[config.mk]
export PLATFORM = sky130hd
export DESIGN_NAME = decode_execute_register
export DESIGN_NICKNAME = d
export VERILOG_FILES = /design/src/rtl/decode_execute_register.sv
export SDC_FILE = /design/constraint.sdc
export NUM_CORES = 1
export LEC_CHECK = 0
export ABC_AREA = 1
export ABC_CLOCK_PERIOD_IN_PS = 2100
export CAP_MARGIN = 15
export CELL_PAD_IN_SITES_DETAIL_PLACEMENT = 0
export CELL_PAD_IN_SITES_GLOBAL_PLACEMENT = 1
export CORE_MARGIN = 2
export CORE_UTILIZATION = 30
export CTS_CLUSTER_SIZE = 24
export DETAILED_ROUTE_END_ITERATION = 6
export PLACE_DENSITY_LB_ADDON = 0.05
export SLEW_MARGIN = 25
export SYNTH_ARGS = -nofsm -noshare
export SYNTH_HDL_FRONTEND = slang
export SYNTH_SLANG_ARGS = --single-unit
[constraint.sdc]
create_clock -name clk -period 2.1 [get_ports clk]
set_clock_uncertainty 0.2 [all_clocks]
set_input_delay 0.525 -clock clk [delete_from_list [all_inputs] [get_ports clk]]
set_output_delay 0.525 -clock clk [all_outputs]
set_load 0.005 [all_outputs]
[src/rtl/decode_execute_register.sv]
// -----------------------------------------------------------------------------
// decode_execute_register
//
// Pipeline register between the decode and execute stages. It captures the
// decode control word, the operands and the destination index, and presents
// them to execute one cycle later. It also:
//   - detects a load in execute whose destination feeds the instruction in
//     decode (load-use), and loads a bubble while decode holds;
//   - honours execute stall (hold) and flush (squash to bubble) requests;
//   - keeps a saturating count of load-use bubbles for performance debug.
//
// Ports
//   clk, rst_n                 clock, asynchronous active-low reset
//   validD                     decode slot holds a real instruction
//   writeEnableDD, writeDataEnableMD, resultSelectorWBD,
//   data2SelectorED, outFlag   decode control bits
//   aluControlED [2:0]         decode ALU control
//   rd1D, rd2D, immD           register-file reads and immediate
//   rs1D, rs2D, rdD            source and destination register indices
//   stallE                     execute cannot accept; hold contents
//   flushE                     squash the execute slot
//   writeEnableE .. outFlagE   registered control bits
//   aluControlE [2:0]          registered ALU control
//   rd1E, rd2E, immE, rdE      registered operands and destination
//   validE                     execute slot holds a real instruction
//   stallD                     combinational hold request to fetch/decode
//   hazardCount                saturating load-use bubble count
// -----------------------------------------------------------------------------
module decode_execute_register #(
   parameter int DATAWIDTH    = 32,
   parameter int REGADDRWIDTH = 4,
   parameter int CNTWIDTH     = 16
) (
   input  logic                    clk,
   input  logic                    rst_n,
   input  logic                    validD,
   input  logic                    writeEnableDD,
   input  logic                    writeDataEnableMD,
   input  logic                    resultSelectorWBD,
   input  logic                    data2SelectorED,
   input  logic                    outFlag,
   input  logic [2:0]              aluControlED,
   input  logic [DATAWIDTH-1:0]    rd1D,
   input  logic [DATAWIDTH-1:0]    rd2D,
   input  logic [DATAWIDTH-1:0]    immD,
   input  logic [REGADDRWIDTH-1:0] rs1D,
   input  logic [REGADDRWIDTH-1:0] rs2D,
   input  logic [REGADDRWIDTH-1:0] rdD,
   input  logic                    stallE,
   input  logic                    flushE,
   output logic                    writeEnableE,
   output logic                    writeDataEnableE,
   output logic                    resultSelectorE,
   output logic                    data2SelectorE,
   output logic                    outFlagE,
   output logic [2:0]              aluControlE,
   output logic [DATAWIDTH-1:0]    rd1E,
   output logic [DATAWIDTH-1:0]    rd2E,
   output logic [DATAWIDTH-1:0]    immE,
   output logic [REGADDRWIDTH-1:0] rdE,
   output logic                    validE,
   output logic                    stallD,
   output logic [CNTWIDTH-1:0]     hazardCount
);

   // One execute-slot entry. A bubble is the all-zero entry.
   typedef struct packed {
      logic                    write_enable;
      logic                    write_data_enable;
      logic                    result_selector;
      logic                    data2_selector;
      logic                    out_flag;
      logic [2:0]              alu_control;
      logic [DATAWIDTH-1:0]    rd1;
      logic [DATAWIDTH-1:0]    rd2;
      logic [DATAWIDTH-1:0]    imm;
      logic [REGADDRWIDTH-1:0] rd;
      logic                    valid;
   } entry_t;

   localparam entry_t BUBBLE = '0;
   localparam logic [CNTWIDTH-1:0] COUNT_MAX = '1;

   entry_t              entry_reg;
   entry_t              entry_next;
   entry_t              captured;
   logic [CNTWIDTH-1:0] count_reg;
   logic [CNTWIDTH-1:0] count_next;
   logic                src1_match;
   logic                src2_match;
   logic                load_use;

   // ---------------------------------------------------------------------
   // Load-use detection. Operand 2 is only a source when it is not the
   // immediate. Register 0 is compared like any other index.
   // ---------------------------------------------------------------------
   always_comb begin
      src1_match = (entry_reg.rd == rs1D);
      src2_match = ~data2SelectorED & (entry_reg.rd == rs2D);
      load_use   = entry_reg.valid & entry_reg.write_enable &
                   entry_reg.result_selector & validD &
                   (src1_match | src2_match);
   end

   // Decode must hold either for a load-use bubble or because execute is
   // stalled. A flush does not by itself stall decode.
   assign stallD = load_use | stallE;

   // ---------------------------------------------------------------------
   // Entry presented by decode; an invalid decode slot becomes a bubble so
   // no stray control bits reach execute.
   // ---------------------------------------------------------------------
   always_comb begin
      captured                   = BUBBLE;
      if (validD) begin
         captured.write_enable      = writeEnableDD;
         captured.write_data_enable = writeDataEnableMD;
         captured.result_selector   = resultSelectorWBD;
         captured.data2_selector    = data2SelectorED;
         captured.out_flag          = outFlag;
         captured.alu_control       = aluControlED;
         captured.rd1               = rd1D;
         captured.rd2               = rd2D;
         captured.imm               = immD;
         captured.rd                = rdD;
         captured.valid             = 1'b1;
      end
   end

   // ---------------------------------------------------------------------
   // Next-state selection: flush > stall > load-use bubble > capture.
   // Only the load-use bubble advances the hazard counter.
   // ---------------------------------------------------------------------
   always_comb begin
      entry_next = entry_reg;
      count_next = count_reg;
      if (flushE) begin
         entry_next = BUBBLE;
      end else if (stallE) begin
         entry_next = entry_reg;
      end else if (load_use) begin
         entry_next = BUBBLE;
         if (count_reg != COUNT_MAX) begin
            count_next = count_reg + CNTWIDTH'(1);
         end
      end else begin
         entry_next = captured;
      end
   end

   always_ff @(posedge clk or negedge rst_n) begin
      if (!rst_n) begin
         entry_reg <= BUBBLE;
         count_reg <= '0;
      end else begin
         entry_reg <= entry_next;
         count_reg <= count_next;
      end
   end

   assign writeEnableE     = entry_reg.write_enable;
   assign writeDataEnableE = entry_reg.write_data_enable;
   assign resultSelectorE  = entry_reg.result_selector;
   assign data2SelectorE   = entry_reg.data2_selector;
   assign outFlagE         = entry_reg.out_flag;
   assign aluControlE      = entry_reg.alu_control;
   assign rd1E             = entry_reg.rd1;
   assign rd2E             = entry_reg.rd2;
   assign immE             = entry_reg.imm;
   assign rdE              = entry_reg.rd;
   assign validE           = entry_reg.valid;
   assign hazardCount      = count_reg;

endmodule
# Yosys cells after proc, flatten, opt, wreduce, memory -nomap -nowiden

Index checks and enable logic that the tools add are counted.

Output and inout bits: 126
Bits in registers: 125

Mux-type cells: 4
Bitwise logic cells: 10
Equal/unequal tests: 4
Reduce and logical (&&, ||, !) cells: 1
Add/sub/neg operators: 1

Operator list:

| cell                                                  | count |
|---|---|
| 2-to-1 mux 109 bit                                    | 4 |
| adder 16 x 1 -> 16 bit, second input constant         | 1 |
| inequality test 16 bit, second input constant         | 1 |
| equality test 4 bit                                   | 2 |
| bitwise AND 1 bit                                     | 5 |
| AND reduction 4 bit                                   | 1 |
| inverter 1 bit                                        | 3 |
| inequality test 2 x 1 -> 1 bit, second input constant | 1 |
| bitwise OR 1 bit                                      | 2 |

# Depth between registers and ports, before layout

Gate-level depths: netlist of the first run.

Depth in word-level cells: 7
Depth in mapped cells: 11
Gate-level depth less buffers: 9

# Worst setup path before layout of the first run

No wires, ideal clock.

Path kind: in2out
Start point: input port rs2D[3]
End point: output port stallD
Path buffers: 1
Cell stages on the path: 9
Path slack: 104 ps
Arrival time: 1271 ps
Cell sequence: inv_1 > nand2_1 > nand2_1 > nor2_2 > nand3_4 > nand2_4 > nand2_4 > buf_2 > nand2_1

Longest elaborated chain between the ends: 5

RTL lines:

| element             | line | source |
|---|---|---|
| start: declaration  | 47   | `input logic [REGADDRWIDTH-1:0] rs2D,` |
| equality test 4 bit | 99   | `src2_match = ~data2SelectorED & (entry_reg.rd == rs2D);` |
| bitwise AND 1 bit   | 99   |  |
| bitwise OR 1 bit    | 102  | `(src1_match \| src2_match);` |
| bitwise AND 1 bit   | 101  | `entry_reg.result_selector & validD &` |
| bitwise OR 1 bit    | 107  | `assign stallD = load_use \| stallE;` |
| end: declaration    | 62   | `output logic stallD,` |

No other way between the ends.

# Final worst setup path of the first run

Start point: register entry_reg (netlist bit rdE[1])
End point: output port stallD

Longest elaborated chain between the ends: 5
Elaborated cells on any way between the ends: 6
Classes of those cells: eq/ne: 2; bitwise: 4

RTL lines:

| element                  | line | source |
|---|---|---|
| start: declaration       | 84   | `entry_t entry_reg;` |
| start signal: assignment | 156  | `entry_reg <= entry_next;` |
| equality test 4 bit      | 99   |  |
| bitwise AND 1 bit        | 99   |  |
| bitwise OR 1 bit *       | 102  |  |
| bitwise AND 1 bit *      | 101  |  |
| bitwise OR 1 bit *       | 107  |  |

Every way passes the cells marked *; elsewhere a longest branch is shown, timed or not.

==> results of run 1 <==
[area by class of cell]
| type | count | area (um^2) | area share |
|---|---|---|---|
| antenna | 1 | 2.502 | 0.0002663 |
| clock buffer | 19 | 442.9 | 0.04714 |
| clock inverter | 11 | 143.9 | 0.01531 |
| inverter | 23 | 86.33 | 0.009188 |
| multi-input combinational | 474 | 2233 | 0.2377 |
| sequential | 125 | 3138 | 0.3340 |
| tap | 229 | 286.5 | 0.03049 |
| timing repair buffer | 302 | 3063 | 0.3260 |
[power by group through the flow]
stage | sequential, uW | clock (uW) | combinational [uW]
2_1_floorplan | 2580 | 0 | 155
3_3_place_gp | 2570 | 0 | 718
3_5_place_dp | 2580 | 0 | 723
4_1_cts | 2540 | 3040 | 722
5_1_grt | 2540 | 3170 | 779
6_report | 2540 | 2960 | 716
[critical path, cell delays in order, from the launching register on]
cell	delay [ns]
dfrtp_1	0.41
inv_2	0.06
nand2_1	0.05
nand2_1	0.05
nor2_2	0.15
nand3_4	0.10
nand2_4	0.08
nand2_4	0.04
nand2_1	0.04
buf_2	0.12
[kinds of logic after synthesis]
logic type / Yosys count
and+or+nand+nor: 453
adders and majority gates: 1
xor gates and xnor gates: 12
DFF: 125
AOI/OAI and AO/OA: 8
buffers and inverters: 60
[final timing paths]
kind | cells after the start | slack (ns) | end | startpoint
worst min-delay path | 2 | 0.27 | rd2E[27] | rd2E[27]
worst max register to register | 9 | 0.13 | hazardCount[0] | hazardCount[0]
worst min register to register | 2 | 0.27 | rd2E[27] | rd2E[27]
max in group asynchronous | 3 | 0.80 | hazardCount[2] | rst_n
min in group asynchronous | 2 | 0.31 | rd2E[24] | rst_n
worst max-delay path | 9 | -0.15 | stallD | rdE[1]
[flip-flops by register name, summed over array words and instances (netlist names)]
register and flops:
resultSelectorE 1, rd2E 32, rd1E 32, immE 32, validE 1, rdE 4, data2SelectorE 1, writeDataEnableE 1
writeEnableE 1, hazardCount 16, outFlagE 1, aluControlE 3
[routing by layer]
layer / up-vias / track usage
met5: - / 0
met3: 10 / 0.08492
met2: 179 / 0.3125
met1: 2675 / 0.2264
met4: 0 / 0.05474
li1: 2684 / -
[per-stage QoR]
| step | hold slack, ns | setup slack [ns] | std cells | util |
|---|---|---|---|---|
| after global placement | 0.1928 | -0.8092 | 1134 | 0.4748 |
| after floorplan | 0.02941 | 0.1036 | 659 | - |
| final | 0.2741 | -0.1483 | 1184 | 0.5178 |
| after CTS | 0.2796 | -0.2049 | 1177 | 0.5125 |
| after detailed placement | 0.1948 | -0.8102 | 1134 | 0.4748 |
| after global routing | 0.2910 | -0.2743 | 1184 | 0.5178 |
[cells in the final DEF, fill, tap and decap left out, types with 2 or more instances in the layout]
cell,instances
nand2_2,5
nor2_4,5
inv_2,3
inv_1,19
dlygate4sd2_1,16
dfrtp_1,117
xnor2_1,7
clkbuf_16,17
buf_4,40
xor2_1,4
nand2_1,285
nand3_2,13
clkinv_2,3
nand3_1,102
nand4_1,18
buf_12,15
dlymetal6s2s_1,4
clkbuf_8,2
clkinvlp_4,4
nand2_4,2
dfrtp_2,8
nor2_1,18
clkdlybuf4s50_1,223
bufinv_16,3
o21ai_0,6
[repair_timing]
item | CTS | global route
hold buffers | 1 | 0
setup buffers | 12 | 6
pin swaps | 9 | 5
setup endpoints to repair | 129 | 80
hold endpoints to repair | 8 | 0
gates resized for setup | 32 | 14
==> metrics.md, run 1 <==
| Metric | Value |
|---|---|
| LEAKAGE | ~0.0046 uW |
| Core footprint | ~18000 um^2 |
| Final Wtd Congestion | approximately 0.80 |
| Gate power share | 0.115 |
| Final Hold Fails | 0 |
| Failing checks | setup timing |
| Combinational family with the most area after synthesis | simple AND/OR/NAND/NOR gates |
| Most common cell in the netlist | nand2_1 |
| Share of post-route cells with drive strength above 1 | 0.1342 |
| Final period utilization | 1.071 |
| Crit. End Element | output pin |
| Cell taking the most area after synthesis | dfrtp_1 |
| Fill count | 1693 |
| Internal | 4801 uW |
| Status | complete, but fails checks |
| Die area | 19790 um^2 |
| Vias per inst | 4.686 |
| DRT antenna net count | 0 |
| Synth Cell Area | 5605 um^2 |
| Simple-gate area share of the yosys netlist | 0.3607 |
| P&R area growth vs syn | 67.63% |
| Highest layer used for signal routing | met4 |
| First-pass GRT wire length | 29900 um |
| Final nets | 1065 |
| I/O pins | 247 |
| Fmax | 444.8 MHz |
| Max-slew violations | 0 |
| Post-synth EDFFs | 0 |
| Detailed placement HPWL | 12890 um |
| Metal1 wirelength | 7709 um |
| Crit Path Max Fanout | 4 |
| PwrDens | about 660 nW/um^2 |
| Standard-cell rows | 49 |
| Post-synthesis mux area share | 0 |
| Met3 Wirelength | 1650 um |
| Global Route Usage Sum | 0.1902 |
| Largest net degree at the start of global routing | 70 |
| Worst Path Class, Setup | flip-flop to output pin |
| Synth Area in Adders | 0.002232 |
| Post-synth top cells | nand2_1 (289), dfrtp_1 (125), nand3_1 (102) |
| CTS buffer count | 17 |
| Synth area leaders | dfrtp_1 (56%), nand2_1 (19%), nand3_1 (9.1%) |
| Part of the power in registers | 0.408 |
| Port buffer count | 246 |
| Initial antenna violation count | 1 |
| Total power | 6214 uW |
| Final setup TNS | -0.1483 ns |
| Ys flop type | dfrtp_1 |
| Mapped Nets | between 700 and 800 |
| Die Wd | 140.7 um |
| Starting Density | 0.3089 |
| NetSw | around 1400 uW |
| Unrepaired setup endpoints after global routing | yes |
| DRC | 0 |
| Die Y-Extent | between 100 and 150 um |
| Initial DRC count | 265 |
| Startpoint Class | flip-flop |
| Slew @ Worst Pin | 0.4080 ns |
| WL final | 18560 um |
| Req. time, crit path | 1.37 ns |
| CTS tree | yes |
| Remaining Overflow, GRT | 0 |
| Net switching share of the total power | 0.2273 |
| Number of H-tree levels | 4 |
| TritonRoute pass-1 iters | 4 |
| Final setup fails | 1 |
| DP Area | 8617 um^2 |
| Yosys warns | 0 |
| Yosys top cell area share | 0.5580 |
| Post-synthesis async set-or-reset flop share | 1.000 |
| Max VDD drop | 0.5393 mV |
| Worst hold path class | flip-flop to flip-flop |
| Post-route setup slack | -0.1483 ns |
| Gate Count Post-Synth | about 660 |
| Clock share of power | 0.477 |
| #FFs+latches synth | 125 |
| Clock root cell | clkbuf_16 |
| Period minus WS final | approximately 2.2 ns |
| Clock buffer depth | 2 |
| Post-DR wirelength/cell | 15.67 um |
| Xor and xnor area share after synthesis | 0.01875 |
| Slew HR | 0.7280 |
| CTS Sinks | about 130 |
| Met2 WL post-DR | 9024 um |
| Sequential area share after synthesis | 0.5580 |
| Vias in the first global route | 5727 |
| Final Instance Area | 9397 um^2 |
| Compound-gate portion of the synthesized area | 0.009152 |
| Clock Latency Late Sink | 0.41 ns |
| Arrival time at the worst endpoint | 1.52 ns |
| Routed vias | 5548 |
| Max Cap Viol | 0 |
| Avg Synthesized Cell Area | 8.506 um^2 |
| Number of distinct library cells after synthesis | 28 |
| Clk slew on worst S/H paths | around 0.060 ns |
No activity file was read; power rests on OpenSTA's default activity.
==> run 2: changes to the inputs <==
--- a/config.mk
+++ b/config.mk
@@ -7,7 +7,7 @@
 export LEC_CHECK = 0
 export ABC_AREA = 1
 export ABC_CLOCK_PERIOD_IN_PS = 2100
-export CAP_MARGIN = 15
+export CAP_MARGIN = 25
 export CELL_PAD_IN_SITES_DETAIL_PLACEMENT = 0
 export CELL_PAD_IN_SITES_GLOBAL_PLACEMENT = 1
 export CORE_MARGIN = 2
==> results of run 2 <==
Final layout, timing and power as in run 1 (identical DEF).
